===== config.mk =====
export PLATFORM = sky130hd
export DESIGN_NAME = axis2bram_multibuffer
export DESIGN_NICKNAME = d
export VERILOG_FILES = /design/src/rtl/axis2bram_multibuffer.sv
export SDC_FILE = /design/constraint.sdc
export NUM_CORES = 1
export LEC_CHECK = 0
export ABC_AREA = 0
export CORE_UTILIZATION = 43
export DETAILED_ROUTE_END_ITERATION = 10
export PLACE_DENSITY_LB_ADDON = 0.1
export SLEW_MARGIN = 15
export SYNTH_ARGS = -nofsm -noshare
export SYNTH_HDL_FRONTEND = slang
export SYNTH_SLANG_ARGS = --single-unit

===== constraint.sdc =====
create_clock -name ACC_CLK -period 5.77 [get_ports ACC_CLK]
set_input_delay 1.731 -clock ACC_CLK [delete_from_list [all_inputs] [get_ports ACC_CLK]]
set_output_delay 1.731 -clock ACC_CLK [all_outputs]
set_load 0.05 [all_outputs]

===== src/rtl/axis2bram_multibuffer.sv =====
// AXI-Stream frame capture into NUM_BUFFERS round-robin BRAM banks.
// A bank stays occupied until the consumer releases it; over-long frames are truncated and flagged.
module axis2bram_multibuffer #(
    parameter int AXIS_DATA_WIDTH = 32,
    parameter int BRAM_DATA_WIDTH = 32,
    parameter int BRAM_ADDR_WIDTH = 4,
    parameter int NUM_BUFFERS     = 2,
    localparam int IDX_W          = (NUM_BUFFERS > 1) ? $clog2(NUM_BUFFERS) : 1
) (
    input  logic                             ACC_CLK,
    input  logic                             ARESET,
    input  logic                             CTRL_ALLOW,
    input  logic                             CTRL_RELEASE,
    input  logic [IDX_W-1:0]                 CTRL_RELEASE_IDX,
    output logic                             CTRL_FINISHED,
    output logic [IDX_W-1:0]                 CTRL_BUF_IDX,
    output logic                             OVERFLOW,
    output logic [NUM_BUFFERS-1:0]           BUF_FULL,
    input  logic                             AXIS_TVALID,
    input  logic                             AXIS_TLAST,
    input  logic [AXIS_DATA_WIDTH-1:0]       AXIS_TDATA,
    output logic                             AXIS_TREADY,
    output logic [IDX_W+BRAM_ADDR_WIDTH-1:0] BRAM_ADDR,
    output logic [BRAM_DATA_WIDTH/8-1:0]     BRAM_WREN,
    output logic [BRAM_DATA_WIDTH-1:0]       BRAM_DOUT,
    output logic [31:0]                      DATA_DEPTH,
    output logic [31:0]                      FRAME_COUNT
);

    typedef enum logic [1:0] {IDLE, RUN, DRAIN} state_t;

    localparam logic [BRAM_ADDR_WIDTH-1:0] ADDR_LAST = '1;
    localparam logic [BRAM_ADDR_WIDTH:0]   DEPTH_CNT = {1'b1, {BRAM_ADDR_WIDTH{1'b0}}};
    localparam logic [IDX_W-1:0]           IDX_LAST  = IDX_W'(NUM_BUFFERS - 1);

    state_t                     state_q, state_d;
    logic [IDX_W-1:0]           wr_idx_q, wr_idx_d;
    logic [IDX_W-1:0]           buf_idx_q, buf_idx_d;
    logic [BRAM_ADDR_WIDTH-1:0] addr_q, addr_d;
    logic [NUM_BUFFERS-1:0]     buf_full_q, buf_full_d;
    logic [NUM_BUFFERS-1:0]     rel_hit, set_hit;
    logic                       finished_q, finished_d;
    logic                       overflow_q, overflow_d;
    logic [BRAM_ADDR_WIDTH:0]   depth_q, depth_d;
    logic [31:0]                frame_count_q, frame_count_d;
    logic                       beat, finish, fin_ovf;
    logic [BRAM_ADDR_WIDTH:0]   fin_count;

    assign AXIS_TREADY = (state_q != IDLE);
    assign beat        = AXIS_TVALID && AXIS_TREADY;

    // Per-bank release/occupy decode; out-of-range release indices match no bank.
    generate
        for (genvar gi = 0; gi < NUM_BUFFERS; gi++) begin : g_bank
            assign rel_hit[gi] = CTRL_RELEASE && (CTRL_RELEASE_IDX == IDX_W'(gi));
            assign set_hit[gi] = finish && (wr_idx_q == IDX_W'(gi));
        end
    endgenerate

    // Completion set is applied after the release clear so it wins on a collision.
    assign buf_full_d = (buf_full_q & ~rel_hit) | set_hit;

    always_comb begin
        state_d       = state_q;
        addr_d        = addr_q;
        wr_idx_d      = wr_idx_q;
        buf_idx_d     = buf_idx_q;
        overflow_d    = overflow_q;
        depth_d       = depth_q;
        frame_count_d = frame_count_q;
        finished_d    = 1'b0;
        finish        = 1'b0;
        fin_count     = '0;
        fin_ovf       = 1'b0;

        case (state_q)
            IDLE: begin
                if (CTRL_ALLOW && !buf_full_q[wr_idx_q]) begin
                    state_d = RUN;
                    addr_d  = '0;
                end
            end
            RUN: begin
                if (beat) begin
                    if (AXIS_TLAST) begin
                        finish    = 1'b1;
                        fin_count = {1'b0, addr_q} + 1'b1;
                    end else if (addr_q == ADDR_LAST) begin
                        state_d = DRAIN;
                    end else begin
                        addr_d = addr_q + 1'b1;
                    end
                end
            end
            DRAIN: begin
                if (beat && AXIS_TLAST) begin
                    finish    = 1'b1;
                    fin_count = DEPTH_CNT;
                    fin_ovf   = 1'b1;
                end
            end
            default: state_d = IDLE;
        endcase

        if (finish) begin
            state_d       = IDLE;
            buf_idx_d     = wr_idx_q;
            depth_d       = fin_count;
            overflow_d    = fin_ovf;
            frame_count_d = frame_count_q + 32'd1;
            finished_d    = 1'b1;
            wr_idx_d      = (wr_idx_q == IDX_LAST) ? '0 : wr_idx_q + 1'b1;
        end
    end

    always_ff @(posedge ACC_CLK or posedge ARESET) begin
        if (ARESET) begin
            state_q       <= IDLE;
            wr_idx_q      <= '0;
            addr_q        <= '0;
            buf_full_q    <= '0;
            buf_idx_q     <= '0;
            finished_q    <= 1'b0;
            overflow_q    <= 1'b0;
            depth_q       <= '0;
            frame_count_q <= '0;
        end else begin
            state_q       <= state_d;
            wr_idx_q      <= wr_idx_d;
            addr_q        <= addr_d;
            buf_full_q    <= buf_full_d;
            buf_idx_q     <= buf_idx_d;
            finished_q    <= finished_d;
            overflow_q    <= overflow_d;
            depth_q       <= depth_d;
            frame_count_q <= frame_count_d;
        end
    end

    assign BRAM_ADDR     = {wr_idx_q, addr_q};
    assign BRAM_WREN     = {(BRAM_DATA_WIDTH/8){AXIS_TVALID && (state_q == RUN)}};
    assign BRAM_DOUT     = AXIS_TDATA;
    assign CTRL_FINISHED = finished_q;
    assign CTRL_BUF_IDX  = buf_idx_q;
    assign OVERFLOW      = overflow_q;
    assign BUF_FULL      = buf_full_q;
    assign DATA_DEPTH    = {{(31 - BRAM_ADDR_WIDTH){1'b0}}, depth_q};
    assign FRAME_COUNT   = frame_count_q;

endmodule

==> impl_metrics.yaml <==
sta:
  rsz0062_at_grt: "false"
  fmax_mhz: 197.2
  tightest_slew_ns: 1.022
  setup_violations: 0
  layout_min_cycle_time_ns: 5.070
  tns_ns: 0
  post-route-period-util_pct: 87.87
  skew_ns: 0.008041
  worst_slew_margin_rel_pct: 31.88
  slew_violations: 0
  finalHoldViolations: 0
logic_synthesis:
  synth_edf_count: 0
  synth-seq-area-share_pct: 43.40
  synthCells: 280
  postSynthAreaPerCell_sq_um: 10.09
  async_flop_share_pct: 100.0
  synth_area_sq_um: 2825
  ys_ff_latch: 49
  synth-main-ff-cell: "dfrtp_1"
  synth_cell_types: 38
  ys_warn_count: 0
run:
  cap_violations: 0
hold_path:
  hold_depth: 1
  hp-class: "reg -> reg"
layout:
  finalNonFillerCells: 384
  diodes: 0
  area_growth_pct: 13.24
  regArea_sq_um: 1226
  fin_nets: 350
  fill_cells: 595
  design_area_sq_um: 3199
  multiInputGateArea_sq_um: 1161
  final_core_util_pct: 50.38
  drive_gt1_share_pct: 6.515
detailed_routing:
  drt_pass1_iterations: 4
  num_vias: 1902
  wl_per_cell_microns: 13.29
  drt_wl_total_mm: 5.105
  vias_per_cell: 4.953
  drc: 0
  ant_nets: 0
  drt_iter0_drc: 87
pwr:
  power.internal_uw: 663.3
  combPwrFrac_pct: 47.0
  power_leakage_nw: 1.402
  power_density_nw_per_um2: 377.1
  ir_drop_v: 0.0002971
  swShare_pct: 45.02
  power_frac_seq_pct: 37.1
  clockPowerShare_pct: 15.9
  p_sw_uw: 543.2
clock_tree:
  cts_setup_buffers: 0
  ctsHoldBuffers: 0
  cts_max_level: 2
  clockRootBuffer: "clkbuf_8"
  clock_latency_ns: 0.30
  path_clk_slew_ns: 0.08
  ctsResizeCount: 0
  cts_tree: "built"
  cts_sinks: 49
  cts-buffers-inserted: 5
  clockBufferDepth: 2
global_routing:
  grt_pass1_vias: 1661
  grt_max_degree: 50
  grt_pass1_wl_mm: 8.342
  grt_usage_pct: 14.80
  grt_antenna_before_repair: 0
  grt-ovfl-total: 0
floorplan:
  initial_core_util_pct: 44.49
  core_sq_um: 6350
  fp.dieW_microns: 83.06
  dieHeight_microns: 83.06
  rows: 29
  io_pins: 150
  dieArea_sq_um: 6898
place:
  place_congestion: 0.8035
  dpl-instance-area_sq_um: 3117
  io_buffers: 58
  dpl.hpwl_mm: 3.700
  dp.cells: 376
outcome:
  status: "completed"
critical_path:
  required_ns: 4.04
  crit_path_max_fanout: 5
  worstSetupPathType: "in -> out"
  start_kind: "input pin"
  rr_worst_depth: 6
  arrival_ns: 3.34
  cp-end-kind: "output pin"
==> worst paths after layout <==
path                                         to  slack [ns]            start
worst min register to register  FRAME_COUNT[31]        0.48  FRAME_COUNT[31]
worst max-delay path               BRAM_WREN[2]        0.70      AXIS_TVALID
worst min-delay path            FRAME_COUNT[31]        0.48  FRAME_COUNT[31]
max in group asynchronous       FRAME_COUNT[17]        3.14           ARESET
min in group asynchronous             addr_q[3]        1.98           ARESET
worst max register to register  FRAME_COUNT[18]        3.45       state_q[1]
==> layout by cell type (no fill, tap or decap), types with 6 or more instances in the layout <==
cell              n
clkdlybuf4s50_1  58
xor2_1            6
inv_1            12
nand4_1          12
dfrtp_1          49
conb_1           27
nand3_1          20
o21ai_0           9
nor2_1            8
nand2_1          22
xnor2_1          28
==> Yosys cell counts, types with 2 or more instances <==
cell	n	share of area, %
nor2b_1	2	0.44
nand4_1	12	2.7
a21oi_1	2	0.35
nor2_1	8	1.1
a31oi_1	2	0.44
buf_2	2	0.35
nand3_1	20	3.5
nand2_1	22	2.9
nor3_1	5	0.89
ha_1	5	2.2
and3_1	4	0.89
xor2_1	6	1.9
xnor2_1	28	8.7
o32a_1	2	0.71
mux2i_1	3	1.1
buf_4	63	17
and4_1	2	0.62
dfrtp_1	49	43
nor4_2	3	1.3
inv_1	13	1.7
and2_1	2	0.44
o21ai_0	9	1.6
==> power by group through the flow <==
| stage | Sequential (mW) | Clock [mW] | Combinational, mW |
|---|---|---|---|
| floorplan | 0.594 | 0 | 0.353 |
| global placement | 0.456 | 0 | 0.567 |
| detailed placement | 0.454 | 0 | 0.570 |
| CTS | 0.448 | 0.201 | 0.573 |
| global route | 0.458 | 0.218 | 0.606 |
| finish | 0.448 | 0.192 | 0.567 |
==> flip-flops by register name, indices dropped and copies added (netlist names) <==
signal / cells
addr_q: 4
state_q: 2
depth_q: 5
CTRL_BUF_IDX: 1
OVERFLOW: 1
FRAME_COUNT: 32
CTRL_FINISHED: 1
wr_idx_q: 1
BUF_FULL: 2
==> kinds of logic after synthesis <==
group           share of synthesized area (%)
other cells                            0.1327
simple gates                            19.57
buf+inv                                 18.95
compound gates                          3.720
flops                                   43.40
fa+ha+maj                               2.214
mux                                     1.461
xor+xnor                                10.54
==> cell type report <==
type,instances,share of cell area [%]
tap,77,3.011
clock inverter,2,0.3129
clock buffer,6,2.268
inverter,14,1.643
sequential,49,38.33
multi-input combinational,178,36.29
timing repair buffer,58,18.15
==> worst max-delay path: stages <==
cell	delay, ns
clkdlybuf4s50_1	0.57
and2_1	0.22
clkdlybuf4s50_1	0.82
==> layer usage <==
layer | GRT usage (%) | vias up | routed length, microns
met3 | 3.479 | 10 | 257
met1 | 20.71 | 915 | 2383
met2 | 23.25 | 73 | 2385
met5 | 0 | - | 0
met4 | 3.605 | 0 | 79
li1 | - | 904 | -
==> metrics by stage <==
stage	total power [mW]	hold WS (ns)	setup WS [ns]
4_1_cts	1.222	0.4864	0.6897
5_1_grt	1.281	0.5023	0.6359
3_3_place_gp	1.023	0.4639	0.7271
6_report	1.206	0.4803	0.6998
2_1_floorplan	0.9471	0.5381	1.550
3_5_place_dp	1.024	0.4697	0.7051
Note: power is estimated with default switching activity, not from simulation.
